===== src/rtl/mem_stage_ctrl_pkg.sv =====
// Shared types for the MEM-stage data-memory controller.
// - mem_ctrl_state_t: access FSM states.
// - load_funct3_t, store_funct3_t: RV32I load/store funct3 encodings.
package mem_stage_ctrl_pkg;

    typedef enum logic [1:0] {
        IDLE = 2'd0,
        BUSY = 2'd1,
        DONE = 2'd2
    } mem_ctrl_state_t;

    typedef enum logic [2:0] {
        LB  = 3'b000,
        LH  = 3'b001,
        LW  = 3'b010,
        LBU = 3'b100,
        LHU = 3'b101
    } load_funct3_t;

    typedef enum logic [2:0] {
        SB = 3'b000,
        SH = 3'b001,
        SW = 3'b010
    } store_funct3_t;

endpackage


===== src/rtl/mem_align.sv =====
// Combinational alignment helpers for the MEM stage.
// Request side (current EX/MEM instruction):
//   funct3, offset, store_data, is_load -> mbe, wdata, misaligned_addr
// Response side (latched request attributes):
//   ld_funct3, ld_offset, ld_raw -> ld_ext (shifted and sign/zero extended)
module mem_align
    import mem_stage_ctrl_pkg::*;
(
    input  logic [2:0]  funct3,
    input  logic [1:0]  offset,
    input  logic [31:0] store_data,
    input  logic        is_load,
    output logic [3:0]  mbe,
    output logic [31:0] wdata,
    output logic        misaligned_addr,
    input  logic [2:0]  ld_funct3,
    input  logic [1:0]  ld_offset,
    input  logic [31:0] ld_raw,
    output logic [31:0] ld_ext
);
    logic [31:0] ld_shifted;

    always_comb begin
        wdata = store_data << {offset, 3'b000};
        mbe   = 4'b1111;
        if (!is_load) begin
            case (store_funct3_t'(funct3))
                SB:      mbe = 4'b0001 << offset;
                SH:      mbe = 4'b0011 << offset;
                default: mbe = 4'b1111;
            endcase
        end
        // funct3[1:0] is the access size for both loads and stores.
        case (funct3[1:0])
            2'b01:   misaligned_addr = offset[0];
            2'b10:   misaligned_addr = |offset;
            default: misaligned_addr = 1'b0;
        endcase
    end

    always_comb begin
        ld_shifted = ld_raw >> {ld_offset, 3'b000};
        case (load_funct3_t'(ld_funct3))
            LB:      ld_ext = {{24{ld_shifted[7]}}, ld_shifted[7:0]};
            LH:      ld_ext = {{16{ld_shifted[15]}}, ld_shifted[15:0]};
            LBU:     ld_ext = {24'b0, ld_shifted[7:0]};
            LHU:     ld_ext = {16'b0, ld_shifted[15:0]};
            default: ld_ext = ld_shifted;
        endcase
    end
endmodule


===== src/rtl/mem_stage_ctrl.sv =====
// MEM-stage data-memory access controller (RV32I 5-stage pipeline).
// Takes the EX/MEM load/store, issues one registered request to the data
// cache, waits for the dmem_resp pulse, and stalls the pipeline meanwhile.
// Ports:
//   clk, rst                    clock, synchronous active-high reset
//   valid, mem_read, mem_write  EX/MEM instruction qualifiers
//   funct3, addr, store_data    access size/sign, byte address, raw rs2
//   flush                       kill current instruction
//   dmem_*                      registered cache request, rdata/resp back
//   mem_rdata, mem_addr         load result / passthrough address to MEM/WB
//   misaligned, stall           access status to the pipeline
//   bus_timeout                 sticky watchdog error (0 cycles = disabled)
module mem_stage_ctrl
    import mem_stage_ctrl_pkg::*;
#(
    parameter int unsigned WATCHDOG_CYCLES = 0
) (
    input  logic        clk,
    input  logic        rst,
    input  logic        valid,
    input  logic        mem_read,
    input  logic        mem_write,
    input  logic [2:0]  funct3,
    input  logic [31:0] addr,
    input  logic [31:0] store_data,
    input  logic        flush,
    output logic        dmem_read,
    output logic        dmem_write,
    output logic [31:0] dmem_address,
    output logic [31:0] dmem_wdata,
    output logic [3:0]  dmem_mbe,
    input  logic [31:0] dmem_rdata,
    input  logic        dmem_resp,
    output logic [31:0] mem_rdata,
    output logic [31:0] mem_addr,
    output logic        misaligned,
    output logic        stall,
    output logic        bus_timeout
);
    mem_ctrl_state_t state, state_nxt;

    logic        is_load, misaligned_addr, access, killed;
    logic        ld_q, kill_q;
    logic [2:0]  f3_q;
    logic [1:0]  off_q;
    logic [3:0]  mbe_a;
    logic [31:0] wdata_a, ld_ext, mem_rdata_q, wd_cnt;

    // A combined read+write request is handled as a load.
    assign is_load    = mem_read;
    assign misaligned = valid & (mem_read | mem_write) & misaligned_addr;
    assign access     = valid & (mem_read | mem_write) & ~misaligned_addr & ~flush;
    assign killed     = kill_q | flush;
    assign mem_addr   = addr;
    assign mem_rdata  = misaligned ? 32'b0 : mem_rdata_q;

    mem_align u_align (
        .funct3          (funct3),
        .offset          (addr[1:0]),
        .store_data      (store_data),
        .is_load         (is_load),
        .mbe             (mbe_a),
        .wdata           (wdata_a),
        .misaligned_addr (misaligned_addr),
        .ld_funct3       (f3_q),
        .ld_offset       (off_q),
        .ld_raw          (dmem_rdata),
        .ld_ext          (ld_ext)
    );

    always_comb begin
        state_nxt = state;
        stall     = 1'b0;
        case (state)
            IDLE: begin
                stall = access;
                if (access) state_nxt = BUSY;
            end
            BUSY: begin
                stall = 1'b1;
                // A killed access still finishes on the bus but skips DONE,
                // so the pipeline never sees a completion for it.
                if (dmem_resp) state_nxt = killed ? IDLE : DONE;
            end
            DONE:    state_nxt = IDLE;
            default: state_nxt = IDLE;
        endcase
    end

    always_ff @(posedge clk) begin
        if (rst) begin
            state        <= IDLE;
            dmem_read    <= 1'b0;
            dmem_write   <= 1'b0;
            dmem_address <= '0;
            dmem_wdata   <= '0;
            dmem_mbe     <= '0;
            mem_rdata_q  <= '0;
            bus_timeout  <= 1'b0;
            wd_cnt       <= '0;
            ld_q         <= 1'b0;
            kill_q       <= 1'b0;
            f3_q         <= '0;
            off_q        <= '0;
        end else begin
            state <= state_nxt;
            case (state)
                IDLE: begin
                    if (access) begin
                        dmem_read    <= is_load;
                        dmem_write   <= ~is_load;
                        dmem_address <= {addr[31:2], 2'b00};
                        dmem_wdata   <= wdata_a;
                        dmem_mbe     <= mbe_a;
                        ld_q         <= is_load;
                        f3_q         <= funct3;
                        off_q        <= addr[1:0];
                        kill_q       <= 1'b0;
                    end
                end
                BUSY: begin
                    if (flush) kill_q <= 1'b1;
                    if (dmem_resp) begin
                        dmem_read  <= 1'b0;
                        dmem_write <= 1'b0;
                        if (ld_q && !killed) mem_rdata_q <= ld_ext;
                    end
                end
                default: ;
            endcase

            // wd_cnt holds the number of BUSY cycles already spent without a response.
            if (state == BUSY && !dmem_resp) begin
                if (wd_cnt != '1) wd_cnt <= wd_cnt + 32'd1;
                if (WATCHDOG_CYCLES != 0 && wd_cnt >= WATCHDOG_CYCLES - 1)
                    bus_timeout <= 1'b1;
            end else begin
                wd_cnt <= '0;
            end
        end
    end
endmodule


===== config.mk =====
export PLATFORM = sky130hd
export DESIGN_NAME = mem_stage_ctrl
export DESIGN_NICKNAME = d
export VERILOG_FILES = /design/src/rtl/mem_stage_ctrl_pkg.sv /design/src/rtl/mem_align.sv /design/src/rtl/mem_stage_ctrl.sv
export SDC_FILE = /design/constraint.sdc
export NUM_CORES = 1
export LEC_CHECK = 0
export ABC_AREA = 1
export CAP_MARGIN = 20
export CORE_MARGIN = 10
export CORE_UTILIZATION = 43
export CTS_CLUSTER_DIAMETER = 200
export CTS_CLUSTER_SIZE = 30
export DETAILED_ROUTE_END_ITERATION = 8
export MAX_ROUTING_LAYER = met4
export PLACE_DENSITY = 0.81
export SLEW_MARGIN = 20
export SYNTH_ARGS = -nofsm -noshare
export SYNTH_HDL_FRONTEND = slang
export SYNTH_SLANG_ARGS = --single-unit

===== constraint.sdc =====
create_clock -name clk -period 2.1 [get_ports clk]
set_clock_uncertainty 0.15 [all_clocks]
set_input_delay 0.21 -clock clk [delete_from_list [all_inputs] [get_ports clk]]
set_output_delay 0.21 -clock clk [all_outputs]
set_load 0.02 [all_outputs]

# --- Yosys cells after proc, flatten, opt, wreduce, memory -nomap -nowiden ---
# Cells that the tools add are included.
# Widths: inputs -> output; s select.
classes:
  eq_ne: 10
  shift: 4
  mux: 18
  bitwise_logic: 9
  n_reduce_logical: 12
op_table:
  columns: ["op", "n"]
  rows:
  - ["$pmux 32 s4", 1]
  - ["$mux 32", 1]
  - ["$shl 32x5->32", 1]
  - ["$shr 32x5->32", 1]
  - ["$pmux 1 s2", 5]
  - ["$reduce_and 3->1", 3]
  - ["$pmux 4 s2", 1]
  - ["$eq 3x1->1 const B", 2]
  - ["$eq 3x3->1 const B", 2]
  - ["$logic_not 3->1", 2]
  - ["$mux 2", 3]
  - ["$ne 2x2->1 const B", 3]
  - ["$mux 1", 5]
  - ["$and 1x1->1", 4]
  - ["$eq 2x1->1 const B", 2]
  - ["$mux 4", 1]
  - ["$pmux 2 s2", 1]
  - ["$reduce_and 2->1", 2]
  - ["$shl 1x2->4 const A", 1]
  - ["$shl 2x2->4 const A", 1]
  - ["$not 1->1", 3]
  - ["$eq 2x2->1 const B", 1]
  - ["$logic_not 2->1", 1]
  - ["$or 1x1->1", 2]
  - ["other kinds (4)", 4]
totals:
  register_bits: 109
  in_bits: 106
  output_inout_bits: 137

# --- Depth between registers and ports, before layout ---
logic_depth:
  depth_word: 7
  ltp_mapped: 11

# --- Modules after synthesis ---
# From an unflattened synthesis, not the netlist that was laid out.
unflattened:
  cells_unflattened: 875
  area_unflattened_um2: 5998.3
modules_own_cells:
  columns: ["module", "instances", "cells_per_inst", "area_per_inst_um2"]
  rows:
  - ["mem_stage_ctrl", 1, 585, 4504.3]
  - ["mem_align", 1, 290, 1493.9]

# --- Worst setup path after synthesis ---
# OpenSTA, ideal clock, no wires.
synth_path:
  kind: "input -> output"
  start: "input funct3[0]"
  end: "output mem_rdata[10]"
  arrival_time_ns: 1.439
  required_time_ns: 1.740
  path_slack_ns: 0.301
  cell_stages: 8
  n_path_buf: 1
  cell_sequence: "inv_1 ha_1 nand3_4 nor2_1 inv_1 buf_2 nand2_1 inv_1"
synth_between:
  elab_chain_len: 4
synth_rtl:
  columns: ["item", "line_no", "rtl"]
  rows:
  - ["start, declared", "mem_stage_ctrl.sv:23", "input logic [2:0] funct3,"]
  - ["$eq 2x2->1 / $eq 2x1->1 (equally long branches)", "mem_align.sv:34", "case (funct3[1:0])"]
  - ["$pmux 1 s2 (*)", "mem_align.sv:34", null]
  - ["$and 1x1->1 (*)", "mem_stage_ctrl.sv:51", "assign misaligned = valid & (mem_read | mem_write) & misaligned_addr;"]
  - ["net misaligned", "mem_stage_ctrl.sv:36", "output logic misaligned,"]
  - ["$mux 32 (*)", "mem_stage_ctrl.sv:55", "assign mem_rdata = misaligned ? 32'b0 : mem_rdata_q;"]
  - ["end, declared", "mem_stage_ctrl.sv:34", "output logic [31:0] mem_rdata,"]
# Mark *: on every way through the listed nets, which the timed path passes. The rest lies on a longest branch.

# --- Final worst setup path ---
layout_path:
  start: "input mem_read"
  end: "output mem_rdata[23]"
layout_between:
  elab_chain_len: 4
layout_rtl:
  columns: ["item", "line_no", "rtl"]
  rows:
  - ["start, declared", "mem_stage_ctrl.sv:21", "input logic mem_read,"]
  - ["$or 1x1->1", "mem_stage_ctrl.sv:51", null]
  - ["$and 1x1->1 (2 in a row)", "mem_stage_ctrl.sv:51", null]
  - ["$mux 32", "mem_stage_ctrl.sv:55", null]
# No other way between the ends.

==> flow_summary.json <==
{
  "die_y_um": 136,
  "hold_class": "in -> reg",
  "grtUsageMet2_pct": 34.3,
  "reg2reg_from": "off_q[0]",
  "postSynthAreaPerCell_sq_um": 6.69,
  "fin_nets": 1161,
  "critPathKind": "in -> out",
  "post-route-period-util_pct": 95.5,
  "start_util_pct": 43.7,
  "syn_inst": 862,
  "dp_slack_ps": -532,
  "status": "finished clean",
  "cts_tree": "done",
  "core_area_sq_mm": 0.0132,
  "io_pins": 243,
  "yosysSeqAreaShare_pct": 37.8,
  "cts-root-buf": "clkbuf_16",
  "routed_via_density": 4.96,
  "cp.arrival_ps": 1650,
  "drt_iter0_drc": 487,
  "synth_cell_types": 31,
  "peakVddDrop_mv": 0.350,
  "die_width_um": 136,
  "gr-usage-all-layers_pct": 21.1,
  "dr.pass1.iters": 6,
  "wl_per_cell_um": 16.1,
  "critPathCaptureType": "output pin",
  "critPathMaxFanout": 16,
  "r2r_cells": 9,
  "worstMarginPinSlew_ps": 525,
  "routed_wl_um": 19900,
  "setup_violations": 0,
  "cts_buffers": 9,
  "place_congestion": 0.916,
  "n_antenna_cell": 0,
  "yosysWarnings": 0,
  "syn2layout_area_growth_pct": 46.1,
  "crit_end": "mem_rdata[23]",
  "powerDensity_mw_per_mm2": 611,
  "layout_commonest_cell": "clkdlybuf4s50_1",
  "fin_ws_ps": 94.3,
  "drv_cap": 0,
  "clk_pin_slew_ps": 70,
  "ctsHoldBuffers": 0,
  "critPathLaunch": "mem_read",
  "grt_pass1_vias": 5893,
  "p_leak_nw": 3.85,
  "rsz0062_at_grt": "no",
  "fmax_ghz": 0.499,
  "rows": 42,
  "rrSetupSlack_ps": 250,
  "hpwl_um": 14900,
  "portBuffers": 239,
  "period_needed_ps": 2010,
  "top_usage_layer": "met2",
  "drive_above_1_share_pct": 10.6,
  "layout_common_cells": "clkdlybuf4s50_1 (201), nand2_1 (174), nor2_1 (117), o21ai_0 (110), dfxtp_1 (109)",
  "die_area_sq_mm": 0.0184,
  "globalRouteOverflowTotal": 0,
  "cts_buffer_depth": 2,
  "setup_tns_ps": 0,
  "ant_nets": 0,
  "synth_area_sq_mm": 0.00577,
  "finalHoldViolCount": 0,
  "drc": 0,
  "ys_ff_latch": 109,
  "cts.sinks": 109,
  "clock_latency_ps": 350,
  "grt_pass1_wl_um": 30100,
  "num_vias": 6112,
  "grt_max_degree": 60,
  "slew_viol_final": 0,
  "antenna_found_initial": 0,
  "cp-start-kind": "primary input",
  "grtUsageMet1_pct": 24.9,
  "use_met3_pct": 5.79,
  "htreeDepth": 3,
  "regToRegEndpoint": "mem_rdata_q[31]",
  "cp.required_ps": 1740,
  "slew_headroom_pct": 65.0
}
==> metal layers <==
metal	share of wire, %	wire length, um
met1	40	7980
met2	49	9650
met3	9.8	1950
met4	1.5	290
met5	0	0
==> cells by family after synthesis <==
logic type	synth area share, %
AOI/OAI and AO/OA	19.0
other	0.0650
and+or+nand+nor	26.5
DFF	37.8
adders and majority gates	0.651
buffers and inverters	16.0
==> registers in the layout, indices dropped and copies added (netlist names) <==
register      flops
dmem_wdata       32
dmem_address     30
kill_q            1
ld_q              1
dmem_mbe          4
f3_q              3
dmem_read         1
off_q             2
mem_rdata_q      32
dmem_write        1
state             2
==> cells in the mapped netlist <==
master    number  area [sq um]
nand2_1      175           657
nor2_1       118           443
o21ai_0      111           556
dfxtp_1      109          2180
inv_1         80           300
nand3_1       54           270
a21oi_1       46           230
buf_4         43           323
o21a_1        23           173
clkbuf_1      21          78.8
o21ai_1       21           105
buf_2         20           100
buf_6          7          78.8
or2_2          6          37.5
inv_2          4          15.0
ha_1           3          37.5
inv_4          3          18.8
nand2_4        3          33.8
a211oi_1       2          15.0
nand2_2        2          12.5
a31oi_1        1          6.26
buf_1          1          3.75
clkinv_2       1          5.00
conb_1         1          3.75
nand3_2        1          10.0
nand3_4        1          17.5
nand4_4        1          21.3
nor2_2         1          6.26
nor2_4         1          11.3
nor3_1         1          5.00
o21ai_2        1          8.76
==> through the flow <==
stage	hold WS, ps	power (mW)	instances	util, %	instance area (sq um)
6_report	198	5.14	1233	63.9	8420
5_1_grt	249	5.39	1233	63.9	8420
4_1_cts	183	5.20	1233	63.8	8410
3_5_place_dp	312	3.50	1216	61.3	8090
3_3_place_gp	305	3.48	1216	61.3	8090
2_1_floorplan	199	2.93	864	-	5770
==> layout make-up <==
| cell class | instances | area [sq um] |
|---|---|---|
| Sequential cell | 109 | 2180 |
| Multi-Input combinational cell | 575 | 2690 |
| Fill cell | 1216 | 4770 |
| Clock inverter | 6 | 52.6 |
| Tap cell | 176 | 220 |
| Timing Repair Buffer | 269 | 2700 |
| Inverter | 88 | 339 |
| Clock buffer | 10 | 239 |
==> worst min-delay path by stage <==
stage,start,end,slack (ps),cells after the start
floorplan,dmem_resp,state[1],200,2
global placement,dmem_read,dmem_read,310,2
detailed placement,dmem_read,dmem_read,310,2
CTS,funct3[0],f3_q[0],180,3
global route,funct3[0],f3_q[0],250,3
finish,funct3[0],f3_q[0],200,3
==> critical path: stages <==
cell and delay, ps:
clkdlybuf4s50_1 510, o21ai_2 80, buf_4 150, nor2_4 110
inv_2 70, bufbuf_16 280, nand2_1 60, inv_1 30
buf_4 150
==> power breakdown <==
part	leakage, nW	total, mW	switching [mW]	internal [mW]
sequential	0.888	2.22	0.0514	2.16
combinational	2.82	1.25	0.676	0.573
clock	0.138	1.68	0.822	0.857
total	3.85	5.14	1.55	3.59
==> what timing repair did <==
action	CTS	global route
resized for setup	143	3
buffers inserted	0	0
endpoints found under the setup margin	34	29
gates cloned	1	0
pin swaps	0	1
No activity file was read; power rests on OpenSTA's default activity.
